File: src/rtl/boot_loader.sv
// boot_loader: streams a little-endian word image into memory while holding the Cpu in reset,
// then hands the memory port to the Cpu. Optional feature macro: BOOT_CHECKSUM_EN (sum trailer check).
module boot_loader #(
  parameter int unsigned MEM_WORDS = 1024,
  parameter int unsigned BASE_WORD = 0
) (
  input  logic        clock,
  input  logic        reset,
  input  logic [7:0]  in_data,
  input  logic        in_valid,
  output logic        in_ready,
  output logic        cpu_reset,
  input  logic [31:0] cpu_bus_addr,
  input  logic [31:0] cpu_bus_data_w,
  input  logic [3:0]  cpu_bus_mask_w,
  output logic [31:0] mem_addr,
  output logic [31:0] mem_data_w,
  output logic [3:0]  mem_mask_w,
  output logic        busy,
  output logic        error
);

  localparam int unsigned WIDX_W = $clog2(MEM_WORDS + 1);

  // Without the checksum, FLUSH gives the final write its own cycle before the Cpu is released.
  typedef enum logic [2:0] {
    S_HEADER,
    S_DATA,
`ifdef BOOT_CHECKSUM_EN
    S_CHECK,
`else
    S_FLUSH,
`endif
    S_RUN,
    S_ERROR
  } state_t;

  state_t              state;
  state_t              state_next;
  logic [1:0]          byte_idx;
  logic [23:0]         byte_buf;
  logic [WIDX_W-1:0]   word_idx;
  logic [WIDX_W-1:0]   n_words;
  logic [31:0]         wr_addr;
  logic [31:0]         wr_data;
  logic [3:0]          wr_mask;
  logic                accept;
  logic                last_byte;
  logic                word_last;
  logic [31:0]         word;
`ifdef BOOT_CHECKSUM_EN
  logic [31:0]         sum;
`endif

  // Byte assembly and next-state selection.
  always_comb begin
    accept     = in_valid && in_ready;
    last_byte  = (byte_idx == 2'd3);
    word       = {in_data, byte_buf};
    word_last  = ((word_idx + WIDX_W'(1)) == n_words);
    state_next = state;
    case (state)
      S_HEADER: begin
        if (accept && last_byte) begin
          if (word > 32'(MEM_WORDS)) begin
            state_next = S_ERROR;
          end else if (word == 32'd0) begin
`ifdef BOOT_CHECKSUM_EN
            state_next = S_CHECK;
`else
            state_next = S_RUN;
`endif
          end else begin
            state_next = S_DATA;
          end
        end
      end
      S_DATA: begin
        if (accept && last_byte && word_last) begin
`ifdef BOOT_CHECKSUM_EN
          state_next = S_CHECK;
`else
          state_next = S_FLUSH;
`endif
        end
      end
`ifdef BOOT_CHECKSUM_EN
      S_CHECK: begin
        if (accept && last_byte) begin
          state_next = (word == sum) ? S_RUN : S_ERROR;
        end
      end
`else
      S_FLUSH:  state_next = S_RUN;
`endif
      S_RUN:    state_next = S_RUN;
      S_ERROR:  state_next = S_ERROR;
      default:  state_next = S_ERROR;
    endcase
  end

  // State, counters, write port and status registers.
  always_ff @(posedge clock) begin
    if (reset) begin
      state     <= S_HEADER;
      byte_idx  <= 2'd0;
      byte_buf  <= 24'd0;
      word_idx  <= '0;
      n_words   <= '0;
      wr_addr   <= 32'd0;
      wr_data   <= 32'd0;
      wr_mask   <= 4'h0;
      in_ready  <= 1'b0;
      cpu_reset <= 1'b1;
      busy      <= 1'b1;
      error     <= 1'b0;
`ifdef BOOT_CHECKSUM_EN
      sum       <= 32'd0;
`endif
    end else begin
      state     <= state_next;
`ifdef BOOT_CHECKSUM_EN
      in_ready  <= (state_next == S_HEADER) || (state_next == S_DATA) || (state_next == S_CHECK);
`else
      in_ready  <= (state_next == S_HEADER) || (state_next == S_DATA);
`endif
      cpu_reset <= (state_next != S_RUN);
      busy      <= (state_next != S_RUN);
      error     <= (state_next == S_ERROR);
      wr_mask   <= 4'h0;
      if (accept) begin
        byte_idx <= byte_idx + 2'd1;
        case (byte_idx)
          2'd0:    byte_buf[7:0]   <= in_data;
          2'd1:    byte_buf[15:8]  <= in_data;
          2'd2:    byte_buf[23:16] <= in_data;
          default: ;
        endcase
      end
      if (accept && last_byte) begin
        if ((state == S_HEADER) && (state_next != S_ERROR)) begin
          n_words <= WIDX_W'(word);
        end
        if (state == S_DATA) begin
          wr_addr  <= 32'(BASE_WORD) + 32'(word_idx);
          wr_data  <= word;
          wr_mask  <= 4'hF;
          word_idx <= word_idx + WIDX_W'(1);
`ifdef BOOT_CHECKSUM_EN
          sum      <= sum + word;
`endif
        end
      end
    end
  end

  // Memory port belongs to the loader until RUN, then to the Cpu.
  assign mem_addr   = (state == S_RUN) ? cpu_bus_addr   : wr_addr;
  assign mem_data_w = (state == S_RUN) ? cpu_bus_data_w : wr_data;
  assign mem_mask_w = (state == S_RUN) ? cpu_bus_mask_w : wr_mask;

endmodule
File: config.mk
export PLATFORM = sky130hd
export DESIGN_NAME = boot_loader
export DESIGN_NICKNAME = d
export VERILOG_FILES = /design/src/rtl/boot_loader.sv
export SDC_FILE = /design/constraint.sdc
export NUM_CORES = 1
export LEC_CHECK = 0
export CORE_UTILIZATION = 50
export CTS_CLUSTER_SIZE = 40
export DETAILED_ROUTE_END_ITERATION = 6
export GPL_TIMING_DRIVEN = 1
export PLACE_DENSITY = 0.85
export SLEW_MARGIN = 20
export SYNTH_ARGS = -nofsm -noshare
export SYNTH_HDL_FRONTEND = slang
export SYNTH_SLANG_ARGS = --single-unit
File: constraint.sdc
create_clock -name clock -period 3.26 [get_ports clock]
set_input_delay 0.326 -clock clock [delete_from_list [all_inputs] [get_ports clock]]
set_output_delay 0.326 -clock clock [all_outputs]
set_load 0.1 [all_outputs]
==> results.json <==
{
  "clk-insertion-delay-late_ns": 0.37,
  "slew_headroom_pct": 35.1,
  "switching_share_pct": 22.8,
  "row_count": 35,
  "design.die.area_um2": 9930,
  "worst-endpoint-arrival_ns": 2.39,
  "yosys_warns": 0,
  "routed_wirelength_um": 11800,
  "antennaDiodeCount": 0,
  "crit-reg2reg-launch": "word_idx[0]$_SDFFE_PP0P_",
  "timing.setup.tns_ns": 0,
  "crit_path_required_time_ns": 2.93,
  "most-common-layout-cells": "nand2_1 (108), dfxtp_1 (98), clkdlybuf4s50_1 (80), buf_4 (73), a21oi_1 (55)",
  "floorplan.die.width_um": 99.7,
  "fillCellCount": 749,
  "ctsRootBufferMaster": "clkbuf_8",
  "place_hpwl_um": 8610,
  "p_comb_share_pct": 7.8,
  "finish.net_count": 766,
  "gp_routability_congestion": 0.924,
  "worst_pin_slew_ns": 0.970,
  "synthToLayoutAreaGrowth_pct": 33.0,
  "yosysSeqAreaShare_pct": 41.1,
  "detail_route.vias_per_cell": 5.36,
  "vias": 4371,
  "slowest_stage": "dfxtp_1",
  "hold_path.startpoint": "wr_addr[6]$_SDFFE_PP0P_",
  "clock_sink_count": 98,
  "critPathCaptureType": "output pin",
  "fin_crit_sh_pct": 83.4,
  "ctsHtreeMaxLevel": 3,
  "cts.repair_timing.setup_buffer_count": 0,
  "first_pass_grt_wire_length_um": 18900,
  "drt_iter0_markers": 204,
  "ys.flop_type": "dfxtp_1",
  "initial_antenna_violation_count": 0,
  "avgSynthCellArea_um2": 8.56,
  "power_frac_clock_pct": 36.5,
  "max_clock_freq_ghz": 0.368,
  "post_route_cells_drive_above_1_share_pct": 21.3,
  "synth_cell_type_count": 47,
  "grt_overflow": 0,
  "p_leak_nw": 2.70,
  "portBuffers": 150,
  "max-vdd-ir-drop_mv": 0.223,
  "routedWlPerCell_um": 14.5,
  "finalClockSkew_ns": 0.00981,
  "timing.critical_path.fanout_max": 48,
  "floorplan.io_pins": 151,
  "power.density_nw_per_um2": 345,
  "hold_class": "register to register",
  "setup_violations": 0,
  "hold_viol_final": 0,
  "grt_use_total_pct": 23.6,
  "first_global_vias": 4172,
  "floorplan.core_area_um2": 9240,
  "critical_path.startpoint_type": "register",
  "cts_tree": "yes",
  "grt_setup_unrepaired": "no",
  "cts_made_buffers": 9,
  "initial_utilization_pct": 51.6,
  "netlist_area_um2": 4770,
  "synth_nets": 641,
  "cp_cell_sequence": "and2_2, buf_12, mux2_2, buf_4",
  "chipHeight_um": 99.7,
  "most_common_cell_after_layout_fill_and_taps_aside": "nand2_1",
  "netlist_instances": 557,
  "sequentialPowerShare_pct": 55.7,
  "report.final.slew_viol_count": 0,
  "timing.setup.critical_path_class": "register to output pin",
  "setup.worst_path.start": "state[1]$_SDFF_PP0_",
  "finalPower_w": 0.00219,
  "clock_tree.buffer_depth": 2,
  "switching_power_of_the_nets_w": 0.000500,
  "async_flop_share_pct": 0,
  "cts.reportedPaths.clkPinSlew_ns": 0.09,
  "period_needed_ns": 2.72,
  "post-route-drc-count": 0,
  "synth-seq-cells": 98,
  "route.antenna.remaining_nets": 0,
  "cts.hold.buffers_added": 0,
  "drtPass1Iterations": 4,
  "synth_edf_count": 0,
  "critical_path.max_stage_delay_ns": 0.84,
  "maxCapViolations": 0,
  "cts_resized": 0,
  "status": "completed",
  "largest_net_degree_at_the_start_of_global_routing": 51,
  "p_int_w": 0.00169
}
[sequential cells by signal, indices dropped and copies added (netlist names)]
signal / count
busy: 1
byte_buf: 24
byte_idx: 2
error: 1
in_ready: 1
n_words: 11
state: 3
word_idx: 11
wr_addr: 11
wr_data: 32
wr_mask: 1
[cell usage after synthesis, types with 2 or more instances]
master    number  area share [%]
nor2_1        54             4.2
o21ai_0        4            0.42
buf_1          5            0.39
o31ai_1        2            0.31
nor4_1         8             1.0
dfxtp_1       98              41
nand3_1       11             1.2
nor3_1        10             1.0
nand2b_1       3            0.39
inv_1          5            0.39
ha_1           5             1.3
a21oi_1       55             5.8
nand2_1      108             8.5
and2_1         3            0.39
xnor2_1       14             2.6
or3_1          2            0.26
and3_1        22             2.9
clkbuf_1      23             1.8
mux2_2        44              10
buf_2          9            0.94
buf_4          4            0.63
xor2_1         7             1.3
nor2b_1        2            0.26
mux2i_1       36             7.6
[worst max-delay path, delay by kind of cell, from the launching register on]
kind	cells	cell delay (ns)
buf+inv	2	0.47
flops	1	0.84
mux	1	0.37
simple gates	1	0.31
[kinds of logic (layout without fill, tap and decap cells)]
family / after synthesis / in the layout / synth area share [%]
compound gates: 71 / 71 / 8.32
xor+xnor: 21 / 21 / 3.86
fa+ha+maj: 5 / 5 / 1.31
buf+inv: 47 / 177 / 4.49
flops: 98 / 98 / 41.1
mux: 80 / 80 / 17.9
simple gates: 235 / 235 / 23.0
[metal layers]
| layer | part of all wire [%] | GRT usage (%) |
|---|---|---|
| met5 | 0 | 0 |
| met2 | 49 | 42.5 |
| met4 | 1.5 | 7.47 |
| met3 | 6.8 | 5.55 |
| met1 | 43 | 27.5 |
[through the flow]
stage	instance area [um^2]	hold WS [ns]	utilization, %	setup WS [ns]	cells
4_1_cts	6340	0.460	68.6	0.541	816
6_report	6340	0.456	68.6	0.540	816
3_5_place_dp	6140	0.446	66.4	0.557	800
2_1_floorplan	4770	0.434	-	0.697	557
3_3_place_gp	6140	0.441	66.4	0.649	800
5_1_grt	6340	0.475	68.6	0.406	816
[final cells by class]
| type | count | area [um^2] | share of cell area (%) |
|---|---|---|---|
| Sequential cell | 98 | 1960 | 30.9 |
| Tap cell | 129 | 161 | 2.54 |
| Multi-Input combinational cell | 412 | 2600 | 41.0 |
| Timing Repair Buffer | 156 | 1390 | 22.0 |
| Clock buffer | 11 | 141 | 2.23 |
| Inverter | 5 | 18.8 | 0.296 |
| Clock inverter | 5 | 63.8 | 1.01 |
[power groups by stage]
stage,registers [W],clock network [W],logic (W)
finish,0.00122,0.000800,0.000170
global route,0.00122,0.000855,0.000182
CTS,0.00122,0.000809,0.000171
detailed placement,0.00125,0,0.000169
global placement,0.00125,0,0.000166
floorplan,0.00125,0,0.0000529
[worst paths after layout]
kind | to | slack [ns] | cells after the start
min | wr_addr[6]$_SDFFE_PP0P_ | 0.46 | 2
max reg2reg | busy$_SDFF_PP1_ | 0.96 | 7
max | mem_addr[0] | 0.54 | 4
min reg2reg | wr_addr[6]$_SDFFE_PP0P_ | 0.46 | 2
Power figures use the tool's default switching activity.
